**src/rtl/register_dump_unit.sv**
```systemverilog
// -----------------------------------------------------------------------------
// register_dump_unit
//
// When the host asks for a dump, this unit reads every register of the
// register file through the file's debug read port, starting at R0 and ending
// at R(N_REGISTERS-1). It sends each NB_DATA-bit value as NB_DATA/NB_BYTE
// bytes, most significant byte first, over a valid/ready byte stream that
// feeds the debug UART transmitter.
//
// Ports:
//   i_clock                   system clock; all state changes on the rising edge
//   i_reset                   asynchronous, active-high reset
//   i_start                   dump request, only looked at while idle
//   o_busy                    high from the cycle after the request is accepted
//                             until the completion cycle ends
//   o_done                    one-cycle completion pulse
//   o_read_reg_address_debug  debug read address to the register file
//   i_read_reg_data_debug     debug read data; the file updates it on the
//                             falling edge
//   o_tx_data                 byte to transmit
//   o_tx_valid                o_tx_data holds a valid byte
//   i_tx_ready                the TX sink accepts the byte this cycle
// -----------------------------------------------------------------------------
module register_dump_unit #(
  parameter int NB_DATA        = 32,
  parameter int N_REGISTERS    = 32,
  parameter int NB_REG_ADDRESS = 5,
  parameter int NB_BYTE        = 8
) (
  input  logic                      i_clock,
  input  logic                      i_reset,
  input  logic                      i_start,
  output logic                      o_busy,
  output logic                      o_done,
  output logic [NB_REG_ADDRESS-1:0] o_read_reg_address_debug,
  input  logic [NB_DATA-1:0]        i_read_reg_data_debug,
  output logic [NB_BYTE-1:0]        o_tx_data,
  output logic                      o_tx_valid,
  input  logic                      i_tx_ready
);

  localparam int N_BYTES  = NB_DATA / NB_BYTE;
  localparam int NB_COUNT = (N_BYTES > 1) ? $clog2(N_BYTES) : 1;

  localparam logic [NB_COUNT-1:0]       LAST_BYTE = NB_COUNT'(N_BYTES - 1);
  localparam logic [NB_REG_ADDRESS-1:0] LAST_REG  = NB_REG_ADDRESS'(N_REGISTERS - 1);

  typedef enum logic [1:0] {
    IDLE     = 2'd0,
    SET_ADDR = 2'd1,
    SEND     = 2'd2,
    DONE     = 2'd3
  } state_t;

  state_t                      state;
  state_t                      state_next;
  logic [NB_REG_ADDRESS-1:0]   reg_index;
  logic [NB_REG_ADDRESS-1:0]   reg_index_next;
  logic [NB_COUNT-1:0]         byte_count;
  logic [NB_COUNT-1:0]         byte_count_next;
  logic [NB_DATA-1:0]          word_buffer;
  logic [NB_DATA-1:0]          word_buffer_next;

  logic                        busy;
  logic                        busy_next;
  logic                        done;
  logic                        done_next;
  logic                        tx_valid;
  logic                        tx_valid_next;
  logic [NB_BYTE-1:0]          tx_data;
  logic [NB_BYTE-1:0]          tx_data_next;

  // The word buffer shifts left after every accepted byte, so the byte on the
  // wire is always the top slice. This gives MSB-first order without needing
  // a byte-select multiplexer.
  function automatic logic [NB_BYTE-1:0] top_byte(input logic [NB_DATA-1:0] word);
    return word[NB_DATA-1 -: NB_BYTE];
  endfunction

  // State register, datapath registers and registered outputs
  always_ff @(posedge i_clock or posedge i_reset) begin
    if (i_reset) begin
      state       <= IDLE;
      reg_index   <= '0;
      byte_count  <= '0;
      word_buffer <= '0;
      busy        <= 1'b0;
      done        <= 1'b0;
      tx_valid    <= 1'b0;
      tx_data     <= '0;
    end else begin
      state       <= state_next;
      reg_index   <= reg_index_next;
      byte_count  <= byte_count_next;
      word_buffer <= word_buffer_next;
      busy        <= busy_next;
      done        <= done_next;
      tx_valid    <= tx_valid_next;
      tx_data     <= tx_data_next;
    end
  end

  // Next-state logic and next values of the registered outputs
  always_comb begin
    state_next       = state;
    reg_index_next   = reg_index;
    byte_count_next  = byte_count;
    word_buffer_next = word_buffer;

    case (state)
      IDLE: begin
        if (i_start) begin
          state_next     = SET_ADDR;
          reg_index_next = '0;
        end else begin
          state_next = IDLE;
        end
      end

      // The address has been stable since the start of this cycle. The file
      // updates its read data on the falling edge, so the data is valid when
      // the closing rising edge captures it.
      SET_ADDR: begin
        state_next       = SEND;
        word_buffer_next = i_read_reg_data_debug;
        byte_count_next  = '0;
      end

      SEND: begin
        if (i_tx_ready) begin
          if (byte_count != LAST_BYTE) begin
            byte_count_next  = byte_count + NB_COUNT'(1);
            word_buffer_next = word_buffer << NB_BYTE;
          end else if (reg_index != LAST_REG) begin
            reg_index_next = reg_index + NB_REG_ADDRESS'(1);
            state_next     = SET_ADDR;
          end else begin
            state_next = DONE;
          end
        end else begin
          state_next = SEND;
        end
      end

      DONE: begin
        state_next     = IDLE;
        reg_index_next = '0;
      end

      default: begin
        state_next     = IDLE;
        reg_index_next = '0;
      end
    endcase

    // The outputs are worked out from the next state so that each output
    // register holds the value for the state being entered.
    busy_next     = (state_next != IDLE);
    done_next     = (state_next == DONE);
    tx_valid_next = (state_next == SEND);
    if (state_next == SEND) begin
      tx_data_next = top_byte(word_buffer_next);
    end else begin
      tx_data_next = '0;
    end
  end

  assign o_busy                   = busy;
  assign o_done                   = done;
  assign o_tx_valid               = tx_valid;
  assign o_tx_data                = tx_data;
  assign o_read_reg_address_debug = reg_index;

endmodule

```
**config.mk**
```make
export PLATFORM = sky130hd
export DESIGN_NAME = register_dump_unit
export DESIGN_NICKNAME = d
export VERILOG_FILES = /design/src/rtl/register_dump_unit.sv
export SDC_FILE = /design/constraint.sdc
export NUM_CORES = 1
export LEC_CHECK = 0
export ABC_AREA = 1
export CAP_MARGIN = 20
export CORE_UTILIZATION = 45
export DETAILED_ROUTE_END_ITERATION = 7
export PLACE_DENSITY = 0.71
export SLEW_MARGIN = 20
export SYNTH_ARGS = -nofsm -noshare
export SYNTH_HDL_FRONTEND = slang
export SYNTH_SLANG_ARGS = --single-unit
```
**constraint.sdc**
```tcl
create_clock -name i_clock -period 1.9 [get_ports i_clock]
set_input_delay 0.38 -clock i_clock [delete_from_list [all_inputs] [get_ports i_clock]]
set_output_delay 0.38 -clock i_clock [all_outputs]
set_load 0.01 [all_outputs]
```
==> results.sh, run 1 <==
export IMPL_status="finished clean"
export IMPL_period_minus_slack_ns=1.71
export IMPL_setup_slack_ns=0.190
export IMPL_synth_seq_cells=52
export IMPL_synthFlopType="dfrtp_1"
export IMPL_grt_pass1_wl_um=9090
export IMPL_die_y_um=77.4
export IMPL_vias=2145
export IMPL_crit_required_ns=2.15
export IMPL_setup_viol=0
export IMPL_antenna_found_initial=0
export IMPL_cts_sinks=52
export IMPL_peakVddDrop_mv=0.597
export IMPL_ys_types=23
export IMPL_drc_errors=0
export IMPL_syn_cell_area_um2=2560
export IMPL_synth_edf_count=0
export IMPL_final_cell_mix="nand2_1, dfrtp_1, clkdlybuf4s50_1, inv_1, nand3_1"
export IMPL_wl_per_cell_um=11.0
export IMPL_crit_fanout=18
export IMPL_skew_ns=0.00597
export IMPL_async_reset_ff_share_pct=100
export IMPL_hold_viol_final=0
export IMPL_worstSkewPairLatency_ns=0.30
export IMPL_finalCritPeriodShare_pct=90.0
export IMPL_regToRegSetupSlack_ns=0.19
export IMPL_start_util_pct=46.4
export IMPL_gp_congestion=0.788
export IMPL_p_leak_nw=1.73
export IMPL_chipWidth_um=77.4
export IMPL_layout_commonest_cell="nand2_1"
export IMPL_rows=27
export IMPL_yosys_area_top_type="dfrtp_1"
export IMPL_arrival_ns=1.96
export IMPL_gr_usage_all_layers_pct=19.0
export IMPL_synth_fp_nets=358
export IMPL_clockBufferDepth=2
export IMPL_yosysWarnings=0
export IMPL_avgViaCountPerCell=4.78
export IMPL_ys_seq_area_share_pct=50.9
export IMPL_grt_pass1_vias=2146
export IMPL_tightest_slew_ns=0.320
export IMPL_io_buffer_count=51
export IMPL_cts_buffers=5
export IMPL_synth_area_leaders="dfrtp_1, nand2_1, nand3_1, inv_1, o21ai_0"
export IMPL_final_nets=418
export IMPL_totalWireLength_um=4940
export IMPL_ios=52
export IMPL_maxCapViolations=0
export IMPL_synthCells=316
export IMPL_max_clock_freq_mhz=585
export IMPL_avgSynthCellArea_um2=8.09
export IMPL_end_kind="flop"
export IMPL_grt_ovfl_total=0
export IMPL_diodes=0
export IMPL_fill_cells=500
export IMPL_clk_pin_slew_ns=0.09
export IMPL_firstDrtPassIters=4
export IMPL_first_iter_violations=83
export IMPL_place_detailed_hpwl_um=3610
export IMPL_area_delta_synth_final_pct=29.8
export IMPL_htreeDepth=2
export IMPL_core_um2=5510
export IMPL_seqCellArea_um2=1300
export IMPL_power_w=0.00461
export IMPL_root_buffer="clkbuf_8"
export IMPL_critPathKind="reg2reg"
export IMPL_drive_above_1_share_pct=11.1
export IMPL_grt_max_degree=53
export IMPL_ant_nets=0
export IMPL_hold_path_class="in2async"
export IMPL_holdBufCountCts=0
export IMPL_start_kind="flop"
export IMPL_synth_top_area_share_pct=50.9
export IMPL_rsz0062_at_grt="no"
export IMPL_relSlewSlack_pct=78.6
export IMPL_worstRegToRegCells=9
export IMPL_postLayoutCoreUtil_pct=60.3
export IMPL_place_ws_ns=0.0928
export IMPL_cts_tree="built"
export IMPL_die_area_um2=5990
export IMPL_power_density_nw_per_um2=1390
export IMPL_drv_slew=0
export IMPL_multi_input_area_um2=1020
export IMPL_fin_tns_setup_ns=0
-- synthesized netlist by cell type (2+ instances only) --
library cell  number
ha_1               6
buf_1              2
nor2_1             3
nor2_8             2
nand2_2           11
nand3_1           38
o21ai_0           21
inv_1             45
nand2_1          118
dfrtp_1           52
buf_2              6
-- layer usage --
layer  vias up  track usage, %  wire (um)  share of wire, %
met5         -               0          0                 0
met4         0            6.79         59               1.2
met3         5            3.06        184               3.7
met2        45            33.1       2340                47
met1      1007            23.7       2360                48
li1       1088               -          -                 -
-- timing repair --
action / in CTS / in global routing
setup buffers: 0 / 0
hold endpoints to repair: 0 / 0
setup endpoints to repair: 0 / 14
gates resized for setup: 0 / 2
-- through the flow --
stage	hold WS [ns]	instances	cell area, um2
2_1_floorplan	0.446	316	2560
3_3_place_gp	0.459	441	3200
3_5_place_dp	0.470	441	3200
4_1_cts	0.433	449	3310
5_1_grt	0.462	449	3320
6_report	0.426	449	3320
-- kinds of logic (layout without fill, tap and decap cells) --
family	Yosys count	after routing	share of synthesized area (%)
buf+inv	57	118	9.45
mux	1	1	0.392
compound gates	21	21	4.11
flops	52	52	50.9
fa+ha+maj	6	6	2.94
simple gates	179	179	32.2
-- sequential cells by signal (all words and copies together), names as in the netlist --
register	flops
o_done	1
o_busy	1
o_read_reg_address_debug	5
state	2
byte_count	2
word_buffer	32
o_tx_data	8
o_tx_valid	1
-- final cells by class --
cell class / instances / share of cell area [%]
Timing Repair Buffer: 63 / 18.5
Sequential cell: 52 / 39.2
Clock inverter: 3 / 1.28
Inverter: 47 / 5.47
Tap cell: 72 / 2.71
Clock buffer: 5 / 2.07
Multi-Input combinational cell: 207 / 30.8
-- critical path, cell delays in order, from the launching register on --
cell,delay [ns]
dfrtp_1,0.39
inv_1,0.13
ha_2,0.29
buf_4,0.21
nand2_4,0.09
nand2_8,0.07
inv_6,0.07
nor2_8,0.25
nand2_1,0.10
nand2_1,0.07
-- power breakdown --
part	internal, W	switching (W)	total [W]
logic	0.000887	0.00132	0.00220
clock network	0.000390	0.000364	0.000754
registers	0.00149	0.000158	0.00165
total	0.00277	0.00184	0.00461
-- path summary, 6_finish.rpt --
path / from / end
setup / recovery: state[0] / word_buffer[15]
hold / removal: i_reset / o_tx_data[2]
setup reg to reg: state[0] / word_buffer[15]
hold reg to reg: word_buffer[20] / word_buffer[20]
max in group asynchronous: i_reset / word_buffer[0]
min in group i_clock: word_buffer[20] / word_buffer[20]
No activity file was read; power rests on OpenSTA's default activity.
==> run 2, diff against run 1 <==
--- a/config.mk
+++ b/config.mk
@@ -9,7 +9,7 @@
 export CAP_MARGIN = 20
 export CORE_UTILIZATION = 45
 export DETAILED_ROUTE_END_ITERATION = 7
-export PLACE_DENSITY = 0.71
+export PLACE_DENSITY = 0.81
 export SLEW_MARGIN = 20
 export SYNTH_ARGS = -nofsm -noshare
 export SYNTH_HDL_FRONTEND = slang
==> run 2 against run 1 <==
The flow now finishes with violations (design-rule violations). Cell area about the same. Sequential cell count unchanged. Highest routed layer unchanged. First-iteration DRC count is 45% lower. Largest cell class unchanged. Non-clock buffer count decreased by 1.
==> results.sh, run 2 (synthesis results as in run 1) <==
export IMPL_core_um2=5510
export IMPL_peakVddDrop_mv=0.605
export IMPL_reg2reg_from="state[0]"
export IMPL_grt_pass1_vias=2087
export IMPL_rsz0062_at_grt="yes"
export IMPL_worstRegToRegCells=8
export IMPL_critPathKind="reg2reg"
export IMPL_violations="design-rule violations"
export IMPL_largest_register="word_buffer"
export IMPL_crit_fanout=9
export IMPL_ant_nets=0
export IMPL_path_cells="inv_1 > ha_2 > buf_4 > nand2_4 > buf_4 > o21ai_0 > nand2_1 > nand2_1"
export IMPL_cts_sinks=52
export IMPL_cts_post_setup_buffers_inserted=0
export IMPL_finalCritPeriodShare_pct=92.1
export IMPL_hold_viol_final=0
export IMPL_drv_slew=0
export IMPL_skew_ns=0.00249
export IMPL_avgViaCountPerCell=4.77
export IMPL_cts_tree="built"
export IMPL_final_nets=417
export IMPL_p_leak_nw=1.73
export IMPL_antenna_found_initial=0
export IMPL_grt_max_degree=36
export IMPL_rows=27
export IMPL_gp_congestion=0.776
export IMPL_slowest_stage="dfrtp_1"
export IMPL_wl_per_cell_um=11.5
export IMPL_area_delta_synth_final_pct=29.9
export IMPL_period_minus_slack_ns=1.75
export IMPL_timing_critical_path_buf_inv=3
export IMPL_diodes=0
export IMPL_first_iter_violations=46
export IMPL_ios=52
export IMPL_clk_pin_slew_ns=0.09
export IMPL_htreeDepth=2
export IMPL_vias=2135
export IMPL_firstDrtPassIters=6
export IMPL_crit_start="state[0]"
export IMPL_clockBufferDepth=2
export IMPL_worstSkewPairLatency_ns=0.30
export IMPL_start_kind="flop"
export IMPL_crit_required_ns=2.15
export IMPL_largest_reg_flops=32
export IMPL_chipWidth_um=77.4
export IMPL_grt_ovfl_total=0
export IMPL_totalWireLength_um=5150
export IMPL_power_density_nw_per_um2=1410
export IMPL_cp_depth=8
export IMPL_tightest_slew_ns=0.400
export IMPL_maxCapViolations=0
export IMPL_root_buffer="clkbuf_8"
export IMPL_layout_commonest_cell="nand2_1"
export IMPL_final_cell_mix="nand2_1, dfrtp_1, clkdlybuf4s50_1, inv_1, nand3_1"
export IMPL_die_area_um2=5990
export IMPL_power_w=0.00467
export IMPL_place_detailed_hpwl_um=3850
export IMPL_crit_family="buffers and inverters"
export IMPL_end_kind="flop"
export IMPL_status="finished, violations left"
export IMPL_die_y_um=77.4
export IMPL_cts_buffers=5
export IMPL_start_util_pct=46.4
export IMPL_max_clock_freq_mhz=572
export IMPL_drc_errors=2
export IMPL_gr_usage_all_layers_pct=18.9
export IMPL_setup_viol=0
export IMPL_arrival_ns=2.00
export IMPL_max_stage_delay_ns=0.40
export IMPL_drive_above_1_share_pct=10.9
export IMPL_relSlewSlack_pct=73.3
export IMPL_grt_pass1_wl_um=8990
export IMPL_hold_path_class="in2async"
export IMPL_io_buffer_count=51
export IMPL_fin_tns_setup_ns=0
run 2: cell types whose count changed in the layout (fill, tap and decap cells not counted):
cell / before / now
clkinv_4: 0 / 1
clkbuf_8: 5 / 6
clkinvlp_4: 1 / 0
clkinv_2: 1 / 0
buf_4: 11 / 10
run 2: layout make-up:
| type | instances | area [um2] |
|---|---|---|
| Tap cell | 72 | 90.1 |
| Multi-Input combinational cell | 207 | 1020 |
| Inverter | 47 | 181 |
| Clock inverter | 2 | 38.8 |
| Fill cell | 481 | 2190 |
| Sequential cell | 52 | 1300 |
| Timing Repair Buffer | 62 | 606 |
| Clock buffer | 6 | 82.6 |
run 2: metal layers:
layer	up-vias	GRT usage [%]	share of wire [%]
met2	42	33.1	51
met3	8	3.29	3.6
li1	1085	-	-
met1	1000	23.3	44
met5	-	0	0
met4	0	6.60	1.8
run 2: final timing paths:
kind / to / slack, ns
worst max-delay path: word_buffer[15] / 0.15
worst min-delay path: o_tx_valid / 0.37
worst max register to register: word_buffer[15] / 0.15
worst min register to register: byte_count[0] / 0.48
max in group asynchronous: o_read_reg_address_debug[1] / 1.01
min in group i_clock: byte_count[0] / 0.48
run 2: where the power goes:
part	total (W)	internal [W]	switching [W]
Combinational	0.00221	0.000878	0.00134
Sequential	0.00166	0.00149	0.000167
Clock	0.000802	0.000431	0.000371
Total	0.00467	0.00280	0.00188
run 2: per-stage QoR:
step,area [um2],hold WS (ns),worst slack (ns),cells,util (%)
after floorplan,2560,0.446,0.262,316,-
after global placement,3190,0.463,0.119,440,58.0
after detailed placement,3190,0.466,0.0798,440,58.0
after CTS,3310,0.375,0.0304,448,60.2
after global routing,3320,0.401,-0.0171,448,60.3
final,3320,0.373,0.151,448,60.3
run 2: timing repair:
| item | 4_1_cts | 5_1_grt |
|---|---|---|
| setup endpoints to repair | 0 | 24 |
| gates resized for setup | 0 | 2 |
| hold buffers | 0 | 0 |
